==> config.mk <==
export PLATFORM = sky130hd
export DESIGN_NAME = led_fade_pwm
export DESIGN_NICKNAME = d
export VERILOG_FILES = /design/src/rtl/led_pkg.sv /design/src/rtl/led_fade_channel.sv /design/src/rtl/led_fade_pwm.sv
export SDC_FILE = /design/constraint.sdc
export NUM_CORES = 1
export LEC_CHECK = 0
export ABC_AREA = 1
export BUFFER_PORTS_ARGS = -buffer_cell sky130_fd_sc_hd__buf_4
export CAP_MARGIN = 20
export CORE_UTILIZATION = 63
export CTS_CLUSTER_DIAMETER = 150
export DETAILED_ROUTE_END_ITERATION = 8
export PLACE_DENSITY = 0.93
export SYNTH_ARGS = -nofsm -noshare
export SYNTH_HDL_FRONTEND = slang
export SYNTH_SLANG_ARGS = --single-unit
==> constraint.sdc <==
create_clock -name clk -period 5.9 [get_ports clk]
set_clock_uncertainty 0.05 [all_clocks]
set_input_delay 0.295 -clock clk [delete_from_list [all_inputs] [get_ports clk]]
set_output_delay 0.295 -clock clk [all_outputs]
set_load 0.01 [all_outputs]
==> src/rtl/led_pkg.sv <==
// Shared constants and types for the LED fade engine.
package led_pkg;

  localparam int unsigned LED_CHANNELS   = 3;
  localparam int unsigned LED_LEVEL_BITS = 13;
  localparam int unsigned LED_RATE_BITS  = 16;
  localparam int unsigned LED_CHAN_W     = 2;

  // What a channel's level does on the coming edge.
  typedef enum logic [1:0] {
    STEP_HOLD = 2'd0,
    STEP_UP   = 2'd1,
    STEP_DOWN = 2'd2,
    STEP_JUMP = 2'd3
  } step_e;

endpackage

==> src/rtl/led_fade_channel.sv <==
// One fade channel: holds level/target/rate/prescale, ramps level one LSB
// per rate period toward target, and flags busy/done.
module led_fade_channel
  import led_pkg::*;
#(
  parameter int unsigned LEVEL_BITS = LED_LEVEL_BITS,
  parameter int unsigned RATE_BITS  = LED_RATE_BITS
) (
  input  logic                  clk,
  input  logic                  resetn,
  input  logic                  i_accept,
  input  logic [LEVEL_BITS-1:0] i_target,
  input  logic [RATE_BITS-1:0]  i_rate,
  output logic [LEVEL_BITS-1:0] o_level,
  output logic                  o_busy,
  output logic                  o_done
);

  localparam logic [LEVEL_BITS-1:0] LVL_ONE  = LEVEL_BITS'(1);
  localparam logic [RATE_BITS-1:0]  RATE_ONE = RATE_BITS'(1);

  logic [LEVEL_BITS-1:0] r_level;
  logic [LEVEL_BITS-1:0] r_target;
  logic [RATE_BITS-1:0]  r_rate;
  logic [RATE_BITS-1:0]  r_prescale;
  logic                  r_armed;
  logic                  r_busy;
  logic                  r_done;

  step_e                 w_step;
  logic [LEVEL_BITS-1:0] w_level_next;
  logic [RATE_BITS-1:0]  w_prescale_next;

  // Decide this cycle's step and the resulting level/prescale.
  always_comb begin
    w_step          = STEP_HOLD;
    w_level_next    = r_level;
    w_prescale_next = r_prescale;
    if (r_level != r_target) begin
      if (r_rate == '0) begin
        w_step = STEP_JUMP;
      end else if (r_prescale == r_rate - RATE_ONE) begin
        w_step = (r_target > r_level) ? STEP_UP : STEP_DOWN;
      end else begin
        w_prescale_next = r_prescale + RATE_ONE;
      end
    end
    case (w_step)
      STEP_UP:   begin w_level_next = r_level + LVL_ONE; w_prescale_next = '0; end
      STEP_DOWN: begin w_level_next = r_level - LVL_ONE; w_prescale_next = '0; end
      STEP_JUMP: w_level_next = r_target;
      default:   w_level_next = r_level;
    endcase
  end

  // Channel state; an accepted command overrides any step in the same cycle.
  // r_armed marks a pending done so a target equal to the present level
  // still produces exactly one done pulse on the following edge.
  always_ff @(posedge clk) begin
    if (!resetn) begin
      r_level    <= '0;
      r_target   <= '0;
      r_rate     <= '0;
      r_prescale <= '0;
      r_armed    <= 1'b0;
      r_busy     <= 1'b0;
      r_done     <= 1'b0;
    end else if (i_accept) begin
      r_target   <= i_target;
      r_rate     <= i_rate;
      r_prescale <= '0;
      r_armed    <= 1'b1;
      r_done     <= 1'b0;
    end else begin
      r_level    <= w_level_next;
      r_prescale <= w_prescale_next;
      r_busy     <= (w_level_next != r_target);
      r_done     <= r_armed && (w_level_next == r_target);
      if (r_armed && (w_level_next == r_target)) r_armed <= 1'b0;
    end
  end

  assign o_level = r_level;
  assign o_busy  = r_busy;
  assign o_done  = r_done;

endmodule

==> src/rtl/led_fade_pwm.sv <==
// LED fade engine top: command handshake and decode, error pulse, shared
// PWM counter and per-channel compare outputs.
module led_fade_pwm
  import led_pkg::*;
#(
  parameter int unsigned CHANNELS   = LED_CHANNELS,
  parameter int unsigned LEVEL_BITS = LED_LEVEL_BITS,
  parameter int unsigned RATE_BITS  = LED_RATE_BITS
) (
  input  logic                           clk,
  input  logic                           resetn,
  input  logic                           cmd_valid,
  output logic                           cmd_ready,
  input  logic [LED_CHAN_W-1:0]          cmd_chan,
  input  logic [LEVEL_BITS-1:0]          cmd_target,
  input  logic [RATE_BITS-1:0]           cmd_rate,
  output logic                           cmd_err,
  output logic [CHANNELS*LEVEL_BITS-1:0] level,
  output logic [CHANNELS-1:0]            busy,
  output logic [CHANNELS-1:0]            done,
  output logic [CHANNELS-1:0]            pwm
);

  localparam logic [LEVEL_BITS-1:0] LVL_ONE = LEVEL_BITS'(1);

  logic                  r_ready;
  logic                  r_err;
  logic [LEVEL_BITS-1:0] r_pwm_cnt;
  logic [CHANNELS-1:0]   r_pwm;

  logic                  w_accept;
  logic                  w_chan_ok;
  logic [CHANNELS-1:0]   w_sel;

  assign w_accept  = cmd_valid && r_ready;
  assign w_chan_ok = (32'(cmd_chan) < CHANNELS);

  // One-hot channel select for an accepted, in-range command.
  always_comb begin
    w_sel = '0;
    for (int unsigned i = 0; i < CHANNELS; i++) begin
      w_sel[i] = w_accept && (32'(cmd_chan) == i);
    end
  end

  // Ready rises one cycle after reset release; error pulses on bad channel.
  always_ff @(posedge clk) begin
    if (!resetn) begin
      r_ready <= 1'b0;
      r_err   <= 1'b0;
    end else begin
      r_ready <= 1'b1;
      r_err   <= w_accept && !w_chan_ok;
    end
  end

  // Free-running PWM counter and registered compare per channel.
  always_ff @(posedge clk) begin
    if (!resetn) begin
      r_pwm_cnt <= '0;
      r_pwm     <= '0;
    end else begin
      r_pwm_cnt <= r_pwm_cnt + LVL_ONE;
      for (int unsigned i = 0; i < CHANNELS; i++) begin
        r_pwm[i] <= (r_pwm_cnt < level[i*LEVEL_BITS +: LEVEL_BITS]);
      end
    end
  end

  for (genvar g = 0; g < CHANNELS; g++) begin : g_chan
    led_fade_channel #(
      .LEVEL_BITS (LEVEL_BITS),
      .RATE_BITS  (RATE_BITS)
    ) u_chan (
      .clk      (clk),
      .resetn   (resetn),
      .i_accept (w_sel[g]),
      .i_target (cmd_target),
      .i_rate   (cmd_rate),
      .o_level  (level[g*LEVEL_BITS +: LEVEL_BITS]),
      .o_busy   (busy[g]),
      .o_done   (done[g])
    );
  end

  assign cmd_ready = r_ready;
  assign cmd_err   = r_err;
  assign pwm       = r_pwm;

endmodule

==> summary.md <==
| Metric | Value |
|---|---|
| RSZ-0062 raised after global routing | `no` |
| ANT nets after route | `0` |
| Slew Limit Fails | `0` |
| # fillers | `1,981` |
| Placeable Area | `24,300 sq um` |
| Final-report setup violation count | `0` |
| Global-route wire length before repair | `76.2 mm` |
| Avg Cell Area, Syn | `6.45 sq um` |
| VDD IR-drop max | `243 uV` |
| Final Worst Setup Slack | `841 ps` |
| # Max-Cap Violations | `0` |
| Area of the die | `25,500 sq um` |
| Pleak | `8.26 nW` |
| Die X | `160 microns` |
| Post-synth ARST share | `0` |
| Worst endpoint required time | `6220 ps` |
| Yosys reg bits | `201` |
| Layout cells sized above 1 | `0.0783` |
| Status | `finished, final reports clean` |
| Starting DRT DRC Count | `1,970` |
| Hold crit path type | `in -> reg` |
| GR Util met3 | `0.0494` |
| Crit-path most repeated cell | `nand2_1` |
| # Post-CTS Setup Buffers | `0` |
| Post-Place Worst Slack | `979 ps` |
| Period utilisation layout | `0.857` |
| Grt met1 use | `0.471` |
| Clk slew on worst S/H paths | `60 ps` |
| Crit path max fanout | `14` |
| Cells after Synth | `2,430` |
| Reg area | `4020 sq um` |
| CP max stage cell | `fa_1` |
| CP endpoint kind | `flop` |
| CP arrival | `5380 ps` |
| WS Path Type | `reg -> reg` |
| Final min period | `5060 ps` |
| Port-buffer cells | `83` |
| H-tree levels | `1` |
| Clk buf depth | `3` |
| Crit-path max cell delay | `580 ps` |
| GRT Resource Usage Total | `0.361` |
| Critical Path Source Type | `flop` |
| Die height | `160 microns` |
| CTS Buf Count | `23` |
| Multi-input combinational cell area | `10,200 sq um` |
| Nets@finish | `2,642` |
| Slew headroom | `0.292` |
| DR vias | `16,809` |
| Pwr Density | `379 nW/um^2` |
| Mapped cell area | `15,700 sq um` |
| Mean number of vias per cell | `5.97` |
| Final TNS setup | `0 ps` |
| Area grow syn2layout | `10.4%` |
| Post-synth cell types | `53` |
| Number of synthesis warnings | `0` |
| CTS tree | `yes` |
| Largest net degree at the start of global routing | `116` |
| Fin. Hold Viols | `0` |
| Gpl congestion | `1.02` |
| Max Fclk | `198 MHz` |
| Worst Tran Pin Value | `1060 ps` |
| Post-synthesis sequential area ratio | `0.257` |
| Row count | `57` |
| Met2 usage | `0.600` |
| DR WL/cell | `16.6 microns` |
| Syn_nets | `2,597` |
| Ys flop type | `dfxtp_1` |
| Post_cts resized | `0` |
| Final WL | `46.8 mm` |
| # DRC | `0` |
| Initial antenna violation count | `0` |
| Root Driver | `clkbuf_16` |
| GRT Max-Usage Layer | `met2` |
| Vias in the first global route | `15,655` |
| Worst-Skew Late Latency | `530 ps` |
| Ports | `84` |
| Congestion Overflow GR | `0` |
| 1st-pass router iterations | `6` |
| # clock sinks | `201` |
| Hpwl dp | `34.8 mm` |
| EDFF count, synth | `0` |
| Initial Util | `0.644` |
[path summary, 6_finish.rpt]
path,slack [ps],start,endpoint,depth (start not counted)
setup / recovery,840,g_chan[2].u_chan.r_rate[0],g_chan[2].u_chan.r_armed,28
hold / removal,10,cmd_rate[15],g_chan[2].u_chan.r_rate[15],3
setup reg to reg,840,g_chan[2].u_chan.r_rate[0],g_chan[2].u_chan.r_armed,28
hold reg to reg,410,g_chan[1].u_chan.r_armed,g_chan[1].u_chan.o_done,2
[cell usage after synthesis, drive strengths merged, types with 2 or more instances]
library cell	count	share of area
buf	13	0.0061
fa	3	0.0038
nor3	49	0.018
and2	2	0.00080
dfxtp	201	0.26
nor4	16	0.0064
or2	6	0.0024
clkinv	6	0.0014
a21oi	238	0.076
o211ai	10	0.0048
nand3b	15	0.0072
nand4	47	0.020
inv	294	0.070
a311oi	2	0.0011
a211oi	2	0.00096
ha	130	0.10
o21ai	173	0.056
xnor2	32	0.018
nand3	227	0.076
o21a	2	0.00096
nand2	578	0.14
a21o	2	0.00096
xnor3	2	0.0029
xor2	79	0.045
clkbuf	62	0.015
nor2	227	0.060
a31oi	2	0.00080
o41ai	3	0.0017
[area by class of cell]
cell class	instances	share of cell area
flip-flops and latches	201	0.233
diodes	1	0.000145
multi-input cells	1854	0.590
clock buffers	31	0.0385
well taps	324	0.0234
clock inverters	11	0.00796
inverters	300	0.0651
repair buffers	95	0.0425
[metal layers]
metal,wire [microns],vias to the layer above,share of wire
met5,0,-,0
met3,4450,147,0.095
met4,1780,0,0.038
met2,21500,808,0.46
met1,19000,7750,0.41
li1,-,8104,-
[per-stage QoR]
step           area, sq um  utilization  hold slack [ps]  cells  power [mW]
4_1_cts              17300        0.710             1.90   2815        6.47
6_report             17300        0.711             9.65   2817        6.56
2_1_floorplan        15700            -              273   2430        4.04
3_5_place_dp         16400        0.676              392   2769        4.94
5_1_grt              17300        0.711             14.6   2816        7.03
3_3_place_gp         16400        0.676              385   2769        4.82
[timing repair]
| item | 4_1_cts | 5_1_grt |
|---|---|---|
| endpoints found under the hold margin | 4 | 0 |
| setup endpoints to repair | 0 | 0 |
| hold buffers | 4 | 0 |
[worst max-delay path: cells and delay by family (launching register included)]
family | cells | cell delay, ps
buffers and inverters | 2 | 260
xor gates and xnor gates | 1 | 160
adders and majority gates | 3 | 1290
and+or+nand+nor | 19 | 2290
AOI/OAI and AO/OA | 3 | 550
DFF | 1 | 310
[layout by cell type, fill, tap and decap left out, types with 23 or more instances in the layout]
cell,n
dfxtp_1,201
clkbuf_16,23
xor2_1,78
o21ai_0,169
ha_1,130
nor3_1,41
inv_1,286
buf_4,90
nand3_1,220
nand2_1,571
xnor2_1,32
nand4_1,46
a21oi_1,238
nor2_1,205
[logic make-up after synthesis]
group	share of synthesized area
flip-flops	0.257
buffers and inverters	0.0929
AND/OR/NAND/NOR	0.331
adder cells (fa/ha/maj)	0.108
AO/OA/AOI/OAI	0.146
XOR/XNOR	0.0654
[flip-flops by register name, indices dropped and copies added (netlist names)]
register                  flops
g_chan.u_chan.r_prescale     48
g_chan.u_chan.r_target       39
g_chan.u_chan.r_rate         48
g_chan.u_chan.o_busy          3
g_chan.u_chan.r_armed         3
cmd_err                       1
cmd_ready                     1
g_chan.u_chan.o_done          3
pwm                           3
g_chan.u_chan.o_level        39
r_pwm_cnt                    13
[where the power goes]
part	internal, mW	switching (mW)
clock	0.922	0.607
sequential	1.50	0.214
combinational	1.15	2.16
total	3.58	2.98
Power figures use the tool's default switching activity.
